## config.mk

```make
export PLATFORM = sky130hd
export DESIGN_NAME = dec_ascii_tx
export DESIGN_NICKNAME = d
export VERILOG_FILES = /design/src/rtl/dec_ascii_tx.sv
export SDC_FILE = /design/constraint.sdc
export NUM_CORES = 1
export LEC_CHECK = 0
export CAP_MARGIN = 20
export CORE_MARGIN = 2
export CORE_UTILIZATION = 30
export CTS_BUF_LIST = sky130_fd_sc_hd__clkbuf_4 sky130_fd_sc_hd__clkbuf_8 sky130_fd_sc_hd__clkbuf_16
export DETAILED_ROUTE_END_ITERATION = 10
export HOLD_SLACK_MARGIN = 0.05
export SYNTH_ARGS = -nofsm -noshare
export SYNTH_HDL_FRONTEND = slang
export SYNTH_SLANG_ARGS = --single-unit
```

## constraint.sdc

```tcl
create_clock -name clk -period 3.1 [get_ports clk]
set_input_delay 0.93 -clock clk [delete_from_list [all_inputs] [get_ports clk]]
set_output_delay 0.93 -clock clk [all_outputs]
set_load 0.01 [all_outputs]
```

## src/rtl/dec_ascii_tx.sv

```systemverilog
// Unsigned 32-bit binary to decimal ASCII serializer.
// Digits are found by repeated subtraction of powers of ten, most significant digit first.
module dec_ascii_tx #(
  parameter bit NL_EN = 1'b1
) (
  input  logic        clk,
  input  logic        rst,
  input  logic [31:0] val,
  input  logic        val_valid,
  output logic        val_ack,
  output logic [7:0]  tx_byte,
  output logic        tx_rdy,
  input  logic        tx_re,
  output logic        busy
);

  typedef enum logic [1:0] {StIdle, StDigit, StEmit, StNl} state_e;

  state_e      state_q, state_d;
  logic [31:0] rem_q, rem_d;
  logic [3:0]  k_q, k_d;
  logic [3:0]  cnt_q, cnt_d;
  logic        started_q, started_d;
  logic [7:0]  tx_byte_q, tx_byte_d;
  logic [31:0] pow_k;

  function automatic logic [31:0] pow10(input logic [3:0] k);
    logic [31:0] p;
    case (k)
      4'd0:    p = 32'd1;
      4'd1:    p = 32'd10;
      4'd2:    p = 32'd100;
      4'd3:    p = 32'd1000;
      4'd4:    p = 32'd10000;
      4'd5:    p = 32'd100000;
      4'd6:    p = 32'd1000000;
      4'd7:    p = 32'd10000000;
      4'd8:    p = 32'd100000000;
      4'd9:    p = 32'd1000000000;
      default: p = 32'd1;
    endcase
    return p;
  endfunction

  assign pow_k   = pow10(k_q);
  assign tx_byte = tx_byte_q;

  always_comb begin
    state_d   = state_q;
    rem_d     = rem_q;
    k_d       = k_q;
    cnt_d     = cnt_q;
    started_d = started_q;
    tx_byte_d = tx_byte_q;
    val_ack   = 1'b0;
    tx_rdy    = 1'b0;
    busy      = 1'b1;
    unique case (state_q)
      StIdle: begin
        busy    = 1'b0;
        // Reset holds the FSM in idle; never acknowledge a value that is not captured.
        val_ack = val_valid && !rst;
        if (val_valid) begin
          rem_d     = val;
          k_d       = 4'd9;
          cnt_d     = 4'd0;
          started_d = 1'b0;
          state_d   = StDigit;
        end
      end
      StDigit: begin
        if (rem_q >= pow_k) begin
          rem_d = rem_q - pow_k;
          cnt_d = cnt_q + 4'd1;
        end else if (cnt_q != 4'd0 || started_q || k_q == 4'd0) begin
          tx_byte_d = 8'h30 + {4'h0, cnt_q};
          started_d = 1'b1;
          state_d   = StEmit;
        end else begin
          // Leading zero: skip this position without emitting.
          k_d = k_q - 4'd1;
        end
      end
      StEmit: begin
        tx_rdy = 1'b1;
        if (tx_re) begin
          if (k_q != 4'd0) begin
            k_d     = k_q - 4'd1;
            cnt_d   = 4'd0;
            state_d = StDigit;
          end else if (NL_EN) begin
            tx_byte_d = 8'h0A;
            state_d   = StNl;
          end else begin
            state_d = StIdle;
          end
        end
      end
      StNl: begin
        tx_rdy = 1'b1;
        if (tx_re) begin
          state_d = StIdle;
        end
      end
      default: state_d = StIdle;
    endcase
  end

  always_ff @(posedge clk or posedge rst) begin
    if (rst) begin
      state_q   <= StIdle;
      rem_q     <= 32'd0;
      k_q       <= 4'd0;
      cnt_q     <= 4'd0;
      started_q <= 1'b0;
      tx_byte_q <= 8'h00;
    end else begin
      state_q   <= state_d;
      rem_q     <= rem_d;
      k_q       <= k_d;
      cnt_q     <= cnt_d;
      started_q <= started_d;
      tx_byte_q <= tx_byte_d;
    end
  end

endmodule

```

==> results of run 1 <==
## synth_stat cells (all sizes together), types with 2 or more instances
library cell  count  area (um2)
and3              9        56.3
and2              3        18.8
or2               3        18.8
nor2             63         236
a41oi             3        26.3
nand3            14        70.1
xnor2            11        96.3
nand4             7        43.8
and4              4        35.0
o22ai             3        18.8
o21bai            8        63.8
inv              26        97.6
ha               42         526
o31ai             5        51.3
o311ai            4        35.0
nor2b             5        31.3
buf               8        47.5
a2111oi           3        32.5
mux2i            31         310
a31oi            10        62.6
dfrtp            48        1200
o21ai            36         180
nor3              9        45.0
a211oi            5        42.5
a21oi            66         338
or3               2        12.5
clkbuf           21        78.8
a22oi             6        45.0
nand2b            8        50.1
nand4b            2        17.5
nand2            47         179
o211ai            4        30.0
o2bb2ai           3        26.3
o22a              2        17.5
o21a             11        82.6
a21o             14         106
a211o             6        52.6
xor2             10        87.6
## repair_timing
action                                  4_1_cts  5_1_grt
endpoints found under the setup margin       47       49
gates cloned                                  1        5
buffers inserted                              8       15
gates resized for setup                      58      136
pin swaps                                    32       45
## flip-flops by register name, indices dropped and copies added, names as in the netlist
name and count:
cnt_q 4, k_q 4, rem_q 32, started_q 1
state_q 2, tx_byte 5
## metal layers
metal	wire [um]	GRT usage, %
met1	7460	24.0
met2	8110	32.9
met3	562	2.62
met4	450	6.27
met5	0	0
## area by class of cell
| cell class | instances | area (um2) |
|---|---|---|
| clock inverters | 3 | 46.3 |
| inverters | 26 | 100 |
| fillers | 1360 | 7600 |
| well taps | 188 | 235 |
| clock buffers | 5 | 125 |
| multi-input cells | 477 | 4090 |
| repair buffers | 191 | 1750 |
| flip-flops and latches | 48 | 1200 |
## how the worst min path moves through the flow
stage	start	to	slack [ps]	cells past startpoint
final	tx_byte[0]	tx_byte[0]	530	2
after global routing	rem_q[16]	rem_q[16]	560	1
after CTS	tx_byte[0]	tx_byte[0]	540	2
after detailed placement	rem_q[27]	rem_q[27]	520	1
after global placement	tx_byte[0]	tx_byte[0]	500	2
after floorplan	rem_q[16]	rem_q[16]	490	1
## critical path, delay by kind of cell, from the launching register on
kind                       cells  cell delay (ps)
AOI/OAI and AO/OA              6             1100
buffers and inverters          4              650
adders and majority gates      2              510
DFF                            1              430
and+or+nand+nor                2              380
## kinds of logic (layout without fill, tap and decap cells)
group | Yosys count | count (layout) | synth area share, %
other | 1 | 2 | 0.0809
XOR/XNOR | 21 | 21 | 3.97
AND/OR/NAND/NOR | 181 | 181 | 18.6
buffers and inverters | 55 | 225 | 4.83
multiplexers | 32 | 32 | 6.93
flip-flops | 48 | 48 | 25.9
adder cells (fa/ha/maj) | 43 | 43 | 11.8
AO/OA/AOI/OAI | 198 | 198 | 27.9
## metrics by stage
stage / setup WS [ps] / TNS (ps) / area (um2) / util (%)
final: -78.6 / -921 / 7540 / 49.8
after global routing: -168 / -3110 / 7540 / 49.8
after CTS: -19.2 / -19.2 / 6700 / 44.2
after detailed placement: -268 / -4600 / 6140 / 40.5
after global placement: -183 / -2290 / 6140 / 40.5
after floorplan: 4.70 / 0 / 4700 / -
==> results.md, run 1 <==
- Avg WL per Cell: 17.7 um
- Placer congestion estimate: 0.948
- Fmax: 0.315 GHz
- RSZ-0062 raised after global routing: true
- Seq/Total Area, Yosys: between 20% and 30%
- Capture point of the worst path: rem_q[4]
- Final setup margin: -78.6 ps
- Max_slew headroom: about 47%
- First-pass GRT wire length: around 25000 um
- R2r startpoint: k_q[0]
- Crit. End Element: register
- Main synth FF type: dfrtp_1
- Fin Clk Skew: 4.82 ps
- Nets: between 800 and 900
- Maximum Capacitance Violations: 0
- Vias in the first global route: 5029
- Delay of the slowest critical-path stage: 430 ps
- Initial Util: 30.6%
- Post-synth EDFFs: 0
- Die H: 128 um
- Starting DRT DRC Count: roughly 400
- Slowest cell on the critical path: dfrtp_2
- Max FO, Critical Path: 8
- Most common cell after layout, fill and taps aside: buf_4
- Total number of vias: between 5000 and 6000
- Sink Count: 48
- Final Hold Fails: 0
- Outcome: finished, violations left
- CP required: 3310 ps
- Failing checks: setup timing
- Setup violators final: 27
- Post-synth cell types: 65
- WHS: 535 ps
- Number of remaining DRC errors: 0
- Post-CTS Hold Fix Bufs: 0
- Final Max Slew Viols: 0
- DR pass1 iterations: 5
- Initial antenna violation count: 0
- Register-to-Register Path Depth: 14
- Most frequent cells in the layout: 122 x buf_4, 45 x dfrtp_1, 43 x clkdlybuf4s50_1
- Detail Route Antenna Nets: 0
- Clock buffer depth: 2
- Syn-to-layout area delta: 62.7%
- CP Launch Point: k_q[0]
- I/O pin count: 47
- Fin crit period: 3180 ps
- Root buffer cell: clkbuf_16
- Crit Path Class: reg -> reg
- Dpl cells: 901
- Largest net degree at the start of global routing: 34
- Site row count: 45
- Reg2Reg Setup Slack: -80 ps
- Clock-pin slew on the worst setup and hold paths: roughly 80 ps
- Slew @ Worst Pin: 787 ps
- Asr flop ratio synth: between 90% and 100%
- Mapped Area: between 0.004 and 0.005 mm2
- CTS tree: yes
- Worst Setup Start Kind: register
- Routed WL: approximately 17000 um
- Die area: 0.0165 mm2
- Grt total ovfl: 0
- Critical Path AT: 3380 ps
- TritonCTS buffer count: 5
- H-tree Lvls: 2
- CORE AREA: 0.0151 mm2
- Via density: 5.43
- Clock Latency Late Sink: 310 ps
- I/O Buffers: 44
- FF+latch count, synth: 48
- Tcrit/Tclk final: 103%
- Worst r2r dst: rem_q[4]
- Critical path cell sequence: buf_4 -> buf_4 -> ha_4 -> a21oi_4 -> ha_1 -> a21boi_1 -> a311o_1 -> nor3_2 -> a21o_2 -> a21oi_4 -> buf_12 -> clkbuf_16 -> nor2_2 -> a21oi_2
- N_diodes: 0
- Layout cells sized above 1: between 30 and 40%
- Ys Warns: 0
- Post-DP HPWL: 11400 um
- Hold Crit Class: reg -> reg
- DIE WIDTH: 128 um
- Global-route usage over all layers: 18.8%
- Syn Area/Cell: around 8.0 um2
- Post-Synthesis Cells: 579
- Finished Layout Cells: 938
Power of run 1 is not shown: default switching activity piles up to over one toggle a cycle in this logic, so the estimate is an artifact.
==> run 2, diff against run 1 <==
--- a/config.mk
+++ b/config.mk
@@ -11,6 +11,7 @@
 export CTS_BUF_LIST = sky130_fd_sc_hd__clkbuf_4 sky130_fd_sc_hd__clkbuf_8 sky130_fd_sc_hd__clkbuf_16
 export DETAILED_ROUTE_END_ITERATION = 10
 export HOLD_SLACK_MARGIN = 0.05
+export PLACE_DENSITY_LB_ADDON = 0.08
 export SYNTH_ARGS = -nofsm -noshare
 export SYNTH_HDL_FRONTEND = slang
 export SYNTH_SLANG_ARGS = --single-unit
==> results.md, run 2 (synthesized netlist as in run 1, its figures left out) <==
- Post-DP HPWL: 11500 um (+0.92%)
- RSZ-0062 raised after global routing: true
- Maximum Capacitance Violations: 0 (unchanged)
- Top reg by flops: rem_q
- Die area: 0.0165 mm2 (unchanged)
- CP required: 3340 ps (+30 ps)
- Root buffer cell: clkbuf_16
- Reg2Reg Setup Slack: -50 ps (+30 ps)
- Final Hold Fails: 0 (unchanged)
- Slowest cell on the critical path: dfrtp_2
- Largest net degree at the start of global routing: 28 (-18%)
- R2r startpoint: k_q[3]
- Largest register FFs: 32 (unchanged)
- Fin Clk Skew: 8.88 ps (+4.06 ps)
- Outcome: finished, violations left
- Fin crit period: 3150 ps (-26.7 ps)
- GR peak layer: met2
- Vias in the first global route: 4948 (-1.6%)
- Sink Count: 48 (unchanged)
- Placer congestion estimate: 0.830 (-12%)
- H-tree Lvls: 2 (unchanged)
- Initial antenna violation count: 0 (unchanged)
- Critical path cell sequence: buf_6 -> buf_6 -> o21ai_4 -> nand2_2 -> ha_4 -> fa_2 -> nand2b_4 -> a21o_1 -> a21oi_2 -> o31ai_4 -> a21o_4 -> a21oi_4 -> buf_12 -> clkbuf_16 -> nor2_4 -> a21oi_2
- Crit Path Class: reg -> reg
- Register-to-Register Path Depth: 16 (+2)
- Die H: 128 um (unchanged)
- Max_slew headroom: 62.9% (+15 points)
- Number of remaining DRC errors: 0 (unchanged)
- Slew @ Worst Pin: 556 ps (-231 ps)
- Most common cell after layout, fill and taps aside: buf_4
- M2 GR Usage: 33.2% (+0.28 points)
- N_diodes: 0 (unchanged)
- I/O Buffers: 44 (unchanged)
- Most frequent cells in the layout: 138 x buf_4, 44 x dfrtp_1, 43 x clkdlybuf4s50_1
- Max FO, Critical Path: 8 (unchanged)
- Hold path startpoint: tx_byte[0]
- Routed WL: 16600 um (-0.11%)
- Critical Path AT: 3390 ps (about the same)
- Clock-pin slew on the worst setup and hold paths: 80 ps (about the same)
- GRT met3 Usage: 2.58% (-0.042 points)
- DR pass1 iterations: 6 (+1)
- Clock buffer depth: 2 (unchanged)
- Starting DRT DRC Count: 310 (-22%)
- Total number of vias: 5042 (-0.98%)
- Nets: 855 (+3.3%)
- Hold Crit Class: reg -> reg
- Worst r2r dst: rem_q[6]
- Initial Util: 30.6% (unchanged)
- Tcrit/Tclk final: 102% (-0.86 points)
- Setup violators final: 17 (-37%)
- Failing checks: setup timing
- CTS tree: yes
- TritonCTS buffer count: 5 (unchanged)
- CORE AREA: 0.0151 mm2 (unchanged)
- Clock Latency Late Sink: 310 ps (about the same)
- I/O pin count: 47 (unchanged)
- Site row count: 45 (unchanged)
- Worst Setup Start Kind: register
- Fmax: 0.317 GHz (+0.85%)
- Via density: 5.22 (-3.8%)
- Avg WL per Cell: 17.2 um (-2.9%)
- Min-Delay Endpoint: tx_byte[0]
- Hold Crit Depth: 2 (unchanged)
- Global-route usage over all layers: 19.1% (+0.24 points)
- Layout cells sized above 1: 43.2% (+3.5 points)
- First-pass GRT wire length: 25100 um (+1.0%)
- WHS: 533 ps (-1.39 ps)
- Crit. End Element: register
- Met1 GRT Util: 25.1% (+1.2 points)
- Detail Route Antenna Nets: 0 (unchanged)
- Delay of the slowest critical-path stage: 460 ps (+30 ps)
- Fin util: 52.4% (+2.6 points)
- Final setup margin: -51.9 ps (+26.7 ps)
- Final Max Slew Viols: 0 (unchanged)
- Syn-to-layout area delta: 71.2%
- Grt total ovfl: 0 (unchanged)
- DIE WIDTH: 128 um (unchanged)
## run 2: worst max path at each step
stage / slack [ps] / cells past startpoint / to / start
floorplan: 5 / 12 / rem_q[28] / k_q[3]
global placement: -420 / 13 / rem_q[31] / k_q[3]
detailed placement: -480 / 13 / rem_q[31] / k_q[3]
CTS: -40 / 15 / rem_q[28] / k_q[0]
global route: -170 / 16 / rem_q[30] / k_q[3]
finish: -50 / 16 / rem_q[6] / k_q[3]
## run 2: what timing repair did
item | 4_1_cts | 5_1_grt
hold buffers | 0 | 0
gates resized for setup | 65 | 166
buffers inserted | 19 | 26
pin swaps | 33 | 68
gates cloned | 1 | 4
endpoints found under the setup margin | 48 | 46
## run 2: metal layers
metal	vias to the layer above	wire length (um)
met3	15	440
met1	2442	7550
met5	-	0
li1	2509	-
met2	76	8300
met4	0	262
## run 2: critical path, delay by kind of cell, from the launching register on
kind,cells,cell delay [ps]
compound gates,7,1170
buf+inv,4,650
fa+ha+maj,2,510
flops,1,460
simple gates,3,270
## run 2: layout make-up
type | count | area (um2)
Clock buffer | 5 | 125
Clock inverter | 3 | 46.3
Fill cell | 1392 | 7200
Inverter | 26 | 103
Multi-Input combinational cell | 477 | 4220
Sequential cell | 48 | 1210
Tap cell | 188 | 235
Timing Repair Buffer | 218 | 2010
## run 2: per-stage QoR
step | std cells | setup WS (ps) | cell area (um2) | TNS [ps]
final | 965 | -51.9 | 7940 | -563
after global routing | 965 | -173 | 7940 | -3910
after CTS | 937 | -38.4 | 6930 | -47.4
after detailed placement | 910 | -482 | 6230 | -13540
after global placement | 910 | -422 | 6230 | -10710
after floorplan | 580 | 4.70 | 4700 | 0
Power of run 2 is left out for the same reason.
